[src/rtl/lsu_mem_ctrl.sv]
`default_nettype none
// ---------------------------------------------------------------------------
// lsu_mem_ctrl : byte/half/word load-store sequencer onto a word-wide memory
// Revision    : 1.0
// ---------------------------------------------------------------------------
module lsu_mem_ctrl #(
   parameter int WORD_ADDR = 1,
   parameter int ADDR_W    = 32
) (
   input  logic              clk,
   input  logic              rst,
   input  logic              req,
   input  logic [3:0]        op,
   input  logic [ADDR_W-1:0] addr,
   input  logic [31:0]       wdata,
   output logic              ready,
   output logic              done,
   output logic              err,
   output logic [31:0]       rdata,
   output logic [ADDR_W-1:0] mem_A_in,
   output logic [31:0]       mem_D_in,
   output logic              mem_WE,
   input  logic [31:0]       mem_D_out
);

   localparam logic [1:0] S_IDLE = 2'd0;
   localparam logic [1:0] S_RD   = 2'd1;
   localparam logic [1:0] S_WR   = 2'd2;
   localparam logic [1:0] S_RESP = 2'd3;

   localparam logic [3:0] OP_LB  = 4'b0000;
   localparam logic [3:0] OP_LH  = 4'b0001;
   localparam logic [3:0] OP_LW  = 4'b0010;
   localparam logic [3:0] OP_LBU = 4'b0100;
   localparam logic [3:0] OP_LHU = 4'b0101;
   localparam logic [3:0] OP_SB  = 4'b1000;
   localparam logic [3:0] OP_SH  = 4'b1001;
   localparam logic [3:0] OP_SW  = 4'b1010;

   logic [1:0]        r_state;
   logic [1:0]        w_next;
   logic [3:0]        r_op;
   logic [1:0]        r_lane;
   logic [15:0]       r_wdata;
   logic              r_err;
   logic              w_accept;
   logic              w_legal;
   logic              w_misal;
   logic              w_acc_err;
   logic [ADDR_W-1:0] w_mem_addr;
   logic [7:0]        w_byte;
   logic [15:0]       w_half;
   logic [31:0]       w_load;
   logic [31:0]       w_merged;

   generate
      if (WORD_ADDR != 0) begin : g_word_index
         assign w_mem_addr = addr >> 2;
      end else begin : g_byte_aligned
         assign w_mem_addr = {addr[ADDR_W-1:2], 2'b00};
      end
   endgenerate

   assign w_accept = (r_state == S_IDLE) && req;

   always_comb begin
      w_legal = 1'b0;
      w_misal = 1'b0;
      case (op)
         OP_LB, OP_LBU, OP_SB: w_legal = 1'b1;
         OP_LH, OP_LHU, OP_SH: begin
            w_legal = 1'b1;
            w_misal = addr[0];
         end
         OP_LW, OP_SW: begin
            w_legal = 1'b1;
            w_misal = (addr[1:0] != 2'b00);
         end
         default: w_legal = 1'b0;
      endcase
      w_acc_err = !w_legal || w_misal;
   end

   // State register
   always_ff @(posedge clk) begin
      if (rst) r_state <= S_IDLE;
      else     r_state <= w_next;
   end

   // Next-state logic; rejected requests skip memory and go straight to RESP
   always_comb begin
      w_next = r_state;
      case (r_state)
         S_IDLE: begin
            if (req) begin
               if (w_acc_err)        w_next = S_RESP;
               else if (op == OP_SW) w_next = S_WR;
               else                  w_next = S_RD;
            end
         end
         S_RD:    w_next = r_op[3] ? S_WR : S_RESP;
         S_WR:    w_next = S_RESP;
         S_RESP:  w_next = S_IDLE;
         default: w_next = S_IDLE;
      endcase
   end

   // Outputs decoded from state
   always_comb begin
      ready  = (r_state == S_IDLE);
      done   = (r_state == S_RESP);
      err    = (r_state == S_RESP) && r_err;
      mem_WE = (r_state == S_WR) && !rst;
   end

   // Lane selection and extension of the fetched word for loads
   always_comb begin
      w_byte = 8'h00;
      case (r_lane)
         2'd0:    w_byte = mem_D_out[7:0];
         2'd1:    w_byte = mem_D_out[15:8];
         2'd2:    w_byte = mem_D_out[23:16];
         default: w_byte = mem_D_out[31:24];
      endcase
      w_half = r_lane[1] ? mem_D_out[31:16] : mem_D_out[15:0];
      case (r_op[1:0])
         2'b00:   w_load = r_op[2] ? {24'h0, w_byte} : {{24{w_byte[7]}}, w_byte};
         2'b01:   w_load = r_op[2] ? {16'h0, w_half} : {{16{w_half[15]}}, w_half};
         default: w_load = mem_D_out;
      endcase
   end

   // Read-modify-write merge: only the addressed lane takes store data
   always_comb begin
      w_merged = mem_D_out;
      if (r_op[1:0] == 2'b00) begin
         case (r_lane)
            2'd0:    w_merged[7:0]   = r_wdata[7:0];
            2'd1:    w_merged[15:8]  = r_wdata[7:0];
            2'd2:    w_merged[23:16] = r_wdata[7:0];
            default: w_merged[31:24] = r_wdata[7:0];
         endcase
      end else if (r_lane[1]) begin
         w_merged[31:16] = r_wdata;
      end else begin
         w_merged[15:0] = r_wdata;
      end
   end

   always_ff @(posedge clk) begin
      if (rst) begin
         r_op     <= 4'h0;
         r_lane   <= 2'b00;
         r_wdata  <= 16'h0;
         r_err    <= 1'b0;
         rdata    <= 32'h0;
         mem_A_in <= '0;
         mem_D_in <= 32'h0;
      end else begin
         if (w_accept) begin
            r_op    <= op;
            r_lane  <= addr[1:0];
            r_wdata <= wdata[15:0];
            r_err   <= w_acc_err;
            if (w_acc_err) begin
               rdata <= 32'h0;
            end else begin
               mem_A_in <= w_mem_addr;
               if (op == OP_SW) mem_D_in <= wdata;
            end
         end
         if (r_state == S_RD) begin
            if (r_op[3]) mem_D_in <= w_merged;
            else         rdata    <= w_load;
         end
      end
   end

endmodule
`default_nettype wire

[config.mk]
export PLATFORM = sky130hd
export DESIGN_NAME = lsu_mem_ctrl
export DESIGN_NICKNAME = d
export VERILOG_FILES = /design/src/rtl/lsu_mem_ctrl.sv
export SDC_FILE = /design/constraint.sdc
export NUM_CORES = 1
export LEC_CHECK = 0
export BUFFER_PORTS_ARGS = -buffer_cell sky130_fd_sc_hd__buf_2
export CELL_PAD_IN_SITES_DETAIL_PLACEMENT = 0
export CELL_PAD_IN_SITES_GLOBAL_PLACEMENT = 1
export CORE_MARGIN = 1.5
export CORE_UTILIZATION = 40
export CTS_BUF_LIST = sky130_fd_sc_hd__clkbuf_2 sky130_fd_sc_hd__clkbuf_4 sky130_fd_sc_hd__clkbuf_8
export DETAILED_ROUTE_END_ITERATION = 10
export PLACE_DENSITY_LB_ADDON = 0.1
export SYNTH_ARGS = -nofsm -noshare
export SYNTH_HDL_FRONTEND = slang
export SYNTH_SLANG_ARGS = --single-unit
export TNS_END_PERCENT = 20
[constraint.sdc]
create_clock -name clk -period 3.12 [get_ports clk]
set_clock_uncertainty 0.05 [all_clocks]
set_input_delay 0.78 -clock clk [delete_from_list [all_inputs] [get_ports clk]]
set_output_delay 0.78 -clock clk [all_outputs]
set_load 0.005 [all_outputs]
# [After elaboration in Yosys (flattened, before gate mapping)]
# Index checks and enable logic that the tools add are counted.
[word_totals] register_bits=119 input_bits=103 output_inout_bits=100 wordCells=67
[op_classes] eq_ne=14 mux=28 bitwise_logic=1 reduce_logical=16
[ops] cell="$mux 32" count=12
[ops] cell="$pmux 32 s2" count=1
[ops] cell="$mux 16" count=3
[ops] cell="$mux 8" count=4
[ops] cell="$pmux 8 s3" count=1
[ops] cell="$eq 4x4->1 const B" count=3
[ops] cell="$eq 4x3->1 const B" count=2
[ops] cell="$pmux 2 s4" count=1
[ops] cell="$reduce_or 8->1" count=1
[ops] cell="$eq 2x1->1 const B" count=3
[ops] cell="$eq 2x2->1 const B" count=3
[ops] cell="$logic_not 2->1" count=3
[ops] cell="$mux 2" count=3
[ops] cell="$reduce_or 3->1" count=2
[ops] cell="$eq 4x1->1 const B" count=1
[ops] cell="$eq 4x2->1 const B" count=1
[ops] cell="$logic_not 4->1" count=1
[ops] cell="$logic_and 1x1->1" count=3
[ops] cell="$logic_not 1->1" count=2
[ops] cell="$mux 1" count=2
[ops] cell="$ne 2x2->1 const B" count=1
[ops] cell="$pmux 1 s2" count=1
[ops] cell="$reduce_and 2->1" count=1
[ops] cell="$reduce_bool 2->1" count=1
[ops] cell="other kinds (3)" count=3

# [Longest topological paths before layout]
# Gate-level depths: netlist (run 1).
[depth] ltp_word=9 depth_mapped=8 mapped_depth_nobuf=6

# [Worst setup path after synthesis (run 1)]
# OpenSTA, ideal clock, no wires.
[synth_timing] path_type="input port to flip-flop" startpoint="in addr[1]" endpoint="reg rdata[15]" setup_ps=79 arrival_time_ps=1949 required_time_ps=2991 path_slack_ps=1042 cell_stages=5 path_buffers=1 cell_sequence="or4_4 -> a31oi_4 -> buf_6 -> nand2_1 -> a32oi_2"
[synth_between] elab_chain_len=7
[synth_rtl] item="start, declared" line="14" rtl="input logic [ADDR_W-1:0] addr,"
[synth_rtl] item="$reduce_bool 2->1 (*)" line="77" rtl="w_misal = (addr[1:0] != 2'b00);"
[synth_rtl] item="$pmux 1 s2 (*)" line="69" rtl="case (op)"
[synth_rtl] item="$logic_or 1x1->1 (*)" line="81" rtl="w_acc_err = !w_legal || w_misal;"
[synth_rtl] item="$mux 32 (*)" line="165" rtl="if (w_acc_err) begin"
[synth_rtl] item="$mux 32 (*)" line="160" rtl="if (w_accept) begin"
[synth_rtl] item="$mux 32" line="173" rtl="if (r_op[3]) mem_D_in <= w_merged;"
[synth_rtl] item="$mux 32 (*)" line="172" rtl="if (r_state == S_RD) begin"
[synth_rtl] item="end signal, assigned" line="174" rtl="else rdata <= w_load;"
[synth_rtl] item="end, declared" line="19" rtl="output logic [31:0] rdata,"
# Every way passes the cells marked *; elsewhere a longest branch is shown, timed or not.
# A chain may end at the register's enable or synchronous reset.

# [Final worst setup path (run 1)]
[layout_timing] startpoint="reg r_lane[0]" endpoint="reg rdata[5]"
[layout_between] elab_chain_len=6 word_cells_on_any_way=8 cone_classes="eq/ne: 2; mux: 5; reduce/logical: 1"
[layout_rtl] item="start, declared" line="43" rtl="logic [1:0] r_lane;"
[layout_rtl] item="start signal, assigned" line="162" rtl="r_lane <= addr[1:0];"
[layout_rtl] item="$eq 2x2->1 (tied with other cells)" line="119" rtl="case (r_lane)"
[layout_rtl] item="$pmux 8 s3 (*)" line="119"
[layout_rtl] item="$mux 32 (*)" line="127" rtl="2'b00: w_load = r_op[2] ? {24'h0, w_byte} : {{24{w_byte[7]}}, w_byte};"
[layout_rtl] item="$pmux 32 s2 (*)" line="126" rtl="case (r_op[1:0])"
[layout_rtl] item="$mux 32 (*)" line="173"
[layout_rtl] item="$mux 32 (*)" line="172"
# Marks and branches as above.

==> results of run 1 <==
==> cell type report <==
cell class,count,area share
Inverter,4,0.00212
Timing Repair Buffer,217,0.159
Clock buffer,20,0.0379
Clock inverter,9,0.0180
Sequential cell,119,0.336
Multi-Input combinational cell,470,0.415
Tap cell,180,0.0317
==> power by group <==
part           leakage (nW)  switching [mW]  internal, mW
clock                 0.196           0.602         0.823
sequential            0.969           0.221          1.81
combinational          2.21           0.983         0.690
==> synth_stat cells (all sizes together) (3+ instances only) <==
master,n,share of area
a2111oi,6,0.0093
a211oi,10,0.013
a21oi,81,0.075
a22o,6,0.0093
a22oi,47,0.075
and2,3,0.0033
buf,29,0.033
clkbuf,30,0.020
dfxtp,119,0.42
ha,4,0.0089
inv,3,0.0020
mux2,5,0.010
mux2i,54,0.096
nand2,142,0.095
nand2b,8,0.0089
nand3b,3,0.0040
nor2,17,0.011
nor2b,5,0.0055
nor3,7,0.0062
o21ai,12,0.013
o22ai,32,0.036
o31ai,10,0.014
==> per-layer routing <==
metal / GRT usage / share of wire / vias up / wire length, µm
met5: 0 / 0 / - / 0
met4: 0.0588 / 0.0070 / 0 / 125
met3: 0.0581 / 0.070 / 10 / 1250
met2: 0.364 / 0.47 / 196 / 8290
met1: 0.332 / 0.46 / 2656 / 8150
li1: - / - / 2690 / -
==> logic make-up (layout without fill, tap and decap cells) <==
family / after synthesis / after routing / share of synthesized area
DFF: 119 / 119 / 0.423
and+or+nand+nor: 194 / 194 / 0.147
muxes: 59 / 59 / 0.106
other: 1 / 2 / 0.000665
AOI/OAI and AO/OA: 211 / 211 / 0.259
buffers and inverters: 63 / 250 / 0.0555
adders and majority gates: 4 / 4 / 0.00888
==> registers in the layout, indices dropped and copies added (netlist names) <==
signal and flops:
mem_A_in 30, mem_D_in 32, r_err 1, r_lane 2, r_op 4, r_state 2, r_wdata 16, rdata 32
==> layout by cell type (no fill, tap or decap), types with 4 or more instances in the layout <==
cell type / Yosys / layout
o31ai_1: 9 / 9
mux2i_1: 54 / 54
a21oi_1: 78 / 78
a22oi_1: 33 / 33
nand2b_1: 8 / 8
nor3_1: 7 / 7
a22oi_2: 14 / 14
a211oi_1: 10 / 10
dfxtp_1: 119 / 118
o21ai_0: 11 / 11
buf_2: 13 / 200
nor2_1: 17 / 17
ha_1: 4 / 4
o22ai_1: 32 / 32
nor2b_1: 5 / 5
mux2_2: 4 / 4
nand2_1: 141 / 141
clkbuf_8: 0 / 19
a2111oi_0: 6 / 6
buf_4: 8 / 17
a22o_1: 6 / 6
==> worst reg2reg max path, cell delays in order (launching register included) <==
cell and delay (ns):
dfxtp_1 0.76, nor2b_1 0.62, a211oi_1 0.09, a2111oi_0 0.61, nor3_1 0.09
==> path summary, 6_finish.rpt <==
kind                 end
min reg2reg  mem_A_in[7]
max reg2reg     rdata[5]
min          mem_A_in[7]
max             rdata[5]
==> through the flow <==
stage | total power [mW] | cells | util | instance area [µm²]
2_1_floorplan | 3.12 | 652 | - | 5640
3_3_place_gp | 3.70 | 990 | 0.484 | 6700
3_5_place_dp | 3.73 | 990 | 0.484 | 6700
4_1_cts | 5.17 | 1019 | 0.513 | 7090
5_1_grt | 5.44 | 1019 | 0.513 | 7090
6_report | 5.13 | 1019 | 0.513 | 7090
==> flow_summary.toml, run 1 <==
[floorplan]
initial_utilization = 0.408
die_w_um = 122
core_um2 = 13800
die_area_um2 = 14800
die_y_um = 122
pin_count = 203
fp-row-count = 43

[worst_setup_path]
critPathKind = "reg2reg"
path_delay_family = "flip-flops"
critPathMaxFanout = 16
rr_startpoint = "r_lane[0]"
crit_required_ns = 3.36
path_depth = 4
max_stage_delay_ns = 0.76
path_cells = "nor2b_1, a211oi_1, a2111oi_0, nor3_1"
r2r_cells = 4
crit_path_end_kind = "register"
r2r_slack_ns = 0.75
cp.arrival_ns = 2.60
critPathBufInv = 0
cp_slowest_cell = "dfxtp_1"
critPathLaunch = "r_lane[0]"
critPathLaunchType = "register"

[sta]
fin_tns_setup_ns = 0
drv_slew = 0
setup_viol = 0
period_minus_slack_ns = 2.37
worstMarginPinSlew_ns = 0.930
setup_ws_ns = 0.752
relSlewSlack = 0.380
final_hold_viol_count = 0
rsz0062_at_grt = "no"
holdWs_ns = 0.403
period_share = 0.759
fmax_ghz = 0.422

[final_layout]
final-seq-area_um2 = 2380
n_antenna_cell = 0
multiInputGateArea_um2 = 2950
drive_above_1_share = 0.329
area_delta_synth_final_pct = 25.9
n_fill_cell = 1322
layout.nets = 936

[detailed_routing]
wl_per_cell_um = 17.5
drc = 0
drtIter0Drc = 499
num_vias = 5552
drt_wl_total_mm = 17.8
dr.pass1.iters = 6
final_antenna_net_count = 0
drt-vias-per-instance = 5.45

[min_path]
holdPathStages = 2
hp-start = "mem_A_in[7]"
hold_class = "reg2reg"

[clock_tree]
h-tree-depth = 4
cts.clk_slew.worst_paths_ns = 0.07
clk_path_buf_depth = 2
clk_latency_ns = 0.43
post-cts-setup-buffer-count = 0
cts-resized-gates = 0
cts_made_buffers = 17
cts-hold-fix-buffers = 0
cts_tree = "built"
cts-root-buf = "clkbuf_8"
cts.sinks = 119

[logic_synthesis]
synth_cells = 651
synthArstFlopShare = 0
yosys_register_bits = 119
synth_edf_count = 0
yosysWarnings = 0
syn-cell-area_um2 = 5640
synth_cell_type_count = 48
syn_avg_cell_area_um2 = 8.66
ys.flop_type = "dfxtp_1"
seq_area_frac_synth = 0.423

[pwr]
ir_drop_v = 0.000317
p_leak_nw = 3.37
p_per_area_nw_per_um2 = 723

[grt]
grt_pass1_wl_mm = 26.9
grt_pass1_vias = 5038
antenna_found_initial = 0
grt_usage = 0.236
overflow = 0
grt_start_max_net_pins = 42

[job]
drv_cap = 0

[placed_design]
pre_cts_ws_ns = 0.611
dpl.hpwl_mm = 13.0
io_buffers = 200
place_congestion = 0.872

[outcome]
status = "finished, final reports clean"
(Power assumes the default switching activity.)
==> run 2: changes to the inputs <==
Settings changed: CORE_UTILIZATION 40 to 37.
Clock period 3.12 ns to 2.28 ns, I/O delays scaled along.
==> flow_summary.toml, run 2 (synthesis gave the netlist of run 1 again) <==
[detailed_routing]
wl_per_cell_um = 17.4
drc = 0
drt-vias-per-instance = 5.38
drt_wl_total_mm = 18.0
final_antenna_net_count = 0
num_vias = 5572
dr.pass1.iters = 5
drtIter0Drc = 363

[worst_setup_path]
path_cells = "inv_1, ha_1, nor2b_1, buf_2"
cp_slowest_cell = "dfxtp_1"
critPathKind = "reg2out"
cp.arrival_ns = 1.39
crit_required_ns = 1.66
crit_path_end_kind = "primary output"
critPathMaxFanout = 4
max_stage_delay_ns = 0.38
critPathLaunchType = "register"

[clock_tree]
clk_latency_ns = 0.44
cts-hold-fix-buffers = 0
cts_made_buffers = 17
h-tree-depth = 4
cts.sinks = 119
clk_path_buf_depth = 2
cts_tree = "built"
post-cts-setup-buffer-count = 0
cts-root-buf = "clkbuf_8"
cts-resized-gates = 0
cts.clk_slew.worst_paths_ns = 0.07

[placed_design]
place_congestion = 0.860
dpl.hpwl_mm = 13.5
placed_area_um2 = 6830
io_buffers = 200

[final_layout]
n_antenna_cell = 0
final_common_cell = "buf_2"
n_fill_cell = 1449
fin_area_um2 = 7250
layout.nets = 945
drive_above_1_share = 0.338
largestRegisters = "mem_D_in: 32 flops, rdata: 32 flops, mem_A_in: 30 flops"
layout_common_cells = "buf_2 (200), nand2_1 (141), dfxtp_1 (118)"
area_delta_synth_final_pct = 28.7
multiInputGateArea_um2 = 2950
final-seq-area_um2 = 2380

[outcome]
status = "finished, final reports clean"

[sta]
relSlewSlack = 0.416
period_share = 0.882
rsz0062_at_grt = "no"
period_minus_slack_ns = 2.01
setup_viol = 0
fin_tns_setup_ns = 0
fmax_ghz = 0.497
worstMarginPinSlew_ns = 0.869
final_hold_viol_count = 0
drv_slew = 0

[pwr]
switching_share = 0.346
intPower_mw = 4.71
switching_power_mw = 2.49
p_leak_nw = 3.46
p_clk_frac = 0.281
p_per_area_nw_per_um2 = 992
power_mw = 7.19
seq_power_share = 0.379
ir_drop_v = 0.000704
p_comb_frac = 0.340

[grt]
overflow = 0
grt_usage = 0.225
antenna_found_initial = 0
grt_start_max_net_pins = 47
grt_pass1_vias = 5344
grt_pass1_wl_mm = 28.0

[floorplan]
die_y_um = 126
pin_count = 203
die_area_um2 = 16000
fp-row-count = 44
core_um2 = 14700
die_w_um = 126
initial_utilization = 0.383

[min_path]
hold_class = "in2reg"

[job]
drv_cap = 0
==> run 2: path summary, 6_finish.rpt <==
check	depth (start not counted)	start	slack, ns	to
worst max register to register	7	r_state[0]	0.32	mem_D_in[29]
worst min register to register	2	mem_A_in[8]	0.40	mem_A_in[8]
worst min-delay path	3	addr[23]	0.32	mem_A_in[21]
worst max-delay path	4	r_state[0]	0.27	mem_WE
==> run 2: area by class of cell <==
type                       instances  share of cell area
clock buffer                      24              0.0412
clock inverter                     8              0.0167
inverter                           4             0.00207
multi-input combinational        470               0.406
sequential                       119               0.329
tap                              184              0.0317
timing repair buffer             226               0.174
==> run 2: power groups by stage <==
stage          Sequential [mW]  Clock (mW)  Combinational, mW
4_1_cts                   2.72        2.08               2.47
3_5_place_dp              2.76           0               2.46
2_1_floorplan             2.74           0               1.52
6_report                  2.72        2.02               2.45
5_1_grt                   2.77        2.17               2.69
3_3_place_gp              2.75           0               2.41
==> run 2: through the flow <==
| step | hold WS [ns] | worst slack (ns) | util | cells |
|---|---|---|---|---|
| after floorplan | 0.382 | 0.395 | - | 652 |
| after global placement | 0.389 | 0.237 | 0.465 | 1003 |
| after detailed placement | 0.393 | 0.195 | 0.465 | 1003 |
| after CTS | 0.283 | 0.223 | 0.493 | 1035 |
| after global routing | 0.293 | 0.175 | 0.493 | 1035 |
| final | 0.319 | 0.268 | 0.493 | 1035 |
==> run 2: metal layers <==
layer | track usage | vias to the layer above | share of wire
li1 | - | 2708 | -
met1 | 0.303 | 2661 | 0.46
met2 | 0.358 | 180 | 0.45
met3 | 0.0548 | 23 | 0.065
met4 | 0.0656 | 0 | 0.017
met5 | 0 | - | 0
==> run 2: worst max-delay path: cells and delay by family, from the launching register on <==
family | cells | cell delay (ns)
fa+ha+maj | 1 | 0.22
simple gates | 1 | 0.14
flops | 1 | 0.38
buf+inv | 2 | 0.23
==> run 3: changes to the inputs <==
Settings changed: CORE_MARGIN 1.5 to 2, CORE_UTILIZATION 37 to 40.
Clock period 2.28 ns to 2.4 ns, I/O delays scaled along.
==> flow_summary.toml, run 3 (synthesis gave the netlist of run 1 again) <==
[clock_tree]
cts-root-buf = "clkbuf_8"
cts-resized-gates = 0
post-cts-setup-buffer-count = 0
cts.sinks = 119
h-tree-depth = 4
clk_latency_ns = 0.44
cts-hold-fix-buffers = 0
cts_made_buffers = 17
cts_tree = "built"
clk_path_buf_depth = 2
cts.clk_slew.worst_paths_ns = 0.07

[worst_setup_path]
reg2reg_to = "mem_D_in[20]"
endpoint = "mem_D_in[20]"
rr_startpoint = "r_lane[0]"
r2r_slack_ns = 0.32
critPathLaunch = "r_lane[0]"
r2r_cells = 4
path_depth = 4
cp.arrival_ns = 2.35
critPathKind = "reg2reg"
path_cells = "or3b_1, nand2_2, mux2i_1, o22ai_1"
critPathLaunchType = "register"
path_delay_family = "simple AND/OR/NAND/NOR gates"
crit_required_ns = 2.66
crit_path_end_kind = "register"
critPathMaxFanout = 10
cp_slowest_cell = "dfxtp_1"
max_stage_delay_ns = 0.62
critPathBufInv = 0

[floorplan]
die_y_um = 123
core_um2 = 13800
pin_count = 203
initial_utilization = 0.408
die_w_um = 123
die_area_um2 = 15100
fp-row-count = 43

[placed_design]
placed_area_um2 = 6820
place_congestion = 0.830
io_buffers = 200
dpl.hpwl_mm = 13.3

[sta]
relSlewSlack = 0.546
drv_slew = 0
rsz0062_at_grt = "no"
fin_tns_setup_ns = 0
fmax_ghz = 0.480
final_hold_viol_count = 0
setup_viol = 0
period_minus_slack_ns = 2.08
holdWs_ns = 0.336
worstMarginPinSlew_ns = 0.680
period_share = 0.868

[grt]
overflow = 0
grt_pass1_vias = 5114
grt_usage = 0.237
grt_pass1_wl_mm = 27.3
antenna_found_initial = 0
grt_start_max_net_pins = 47

[pwr]
ir_drop_v = 0.000468
p_per_area_nw_per_um2 = 944
p_leak_nw = 3.45
power_mw = 6.84

[outcome]
status = "finished, final reports clean"

[final_layout]
area_delta_synth_final_pct = 28.4
n_fill_cell = 1327
largestRegisters = "mem_D_in: 32 flops, rdata: 32 flops, mem_A_in: 30 flops"
final-seq-area_um2 = 2380
drive_above_1_share = 0.338
layout.nets = 945
final_common_cell = "buf_2"
n_antenna_cell = 0
multiInputGateArea_um2 = 2950
layout_common_cells = "buf_2 (200), nand2_1 (141), dfxtp_1 (118)"
fin_area_um2 = 7240

[detailed_routing]
dr.pass1.iters = 5
drt_wl_total_mm = 18.1
num_vias = 5497
drt-vias-per-instance = 5.34
wl_per_cell_um = 17.5
drtIter0Drc = 373
final_antenna_net_count = 0
drc = 0

[job]
drv_cap = 0

[min_path]
hold_class = "in2reg"
-- run 3: cell types whose count changed in the layout (fill, tap and decap cells not counted) --
cell and change:
buf_12 -1, buf_4 +1, clkbuf_4 -3, clkbuf_8 +2
clkinv_4 -1, clkinvlp_4 +1
-- run 3: layer usage --
layer / vias to the layer above / part of all wire / wire [µm] / global-route usage
li1: 2706 / - / - / -
met1: 2586 / 0.47 / 8400 / 0.335
met2: 190 / 0.45 / 8190 / 0.358
met3: 15 / 0.070 / 1260 / 0.0539
met4: 0 / 0.011 / 206 / 0.0747
met5: - / 0 / 0 / 0
-- run 3: final cells by class --
| type | instances | area share |
|---|---|---|
| clock inverter | 8 | 0.0166 |
| timing repair buffer | 226 | 0.172 |
| tap | 180 | 0.0311 |
| clock buffer | 23 | 0.0420 |
| inverter | 4 | 0.00207 |
| sequential | 119 | 0.329 |
| multi-input combinational | 470 | 0.407 |
-- run 3: stage by stage --
step / utilization / cells / setup slack, ns
global placement: 0.493 / 999 / 0.286
floorplan: - / 652 / 0.502
CTS: 0.524 / 1030 / 0.313
global route: 0.524 / 1030 / 0.226
finish: 0.524 / 1030 / 0.317
detailed placement: 0.493 / 999 / 0.287
-- run 3: report_power, final --
group	total [mW]	switching, mW	internal (mW)
sequential	2.60	0.243	2.35
combinational	2.30	1.34	0.956
clock	1.94	0.794	1.15
-- run 3: worst min-delay path, stage by stage --
cell and delay [ns]:
buf_2 0.09, nand2_1 0.04, a21oi_1 0.05
-- run 3: worst min-delay path by stage --
stage,startpoint,endpoint,slack (ns),cells past startpoint
floorplan,r_err,r_err,0.38,2
global placement,r_wdata[14],r_wdata[14],0.39,2
CTS,addr[29],mem_A_in[27],0.32,3
detailed placement,mem_A_in[13],mem_A_in[13],0.39,2
finish,addr[29],mem_A_in[27],0.34,3
global route,addr[18],mem_A_in[16],0.33,3
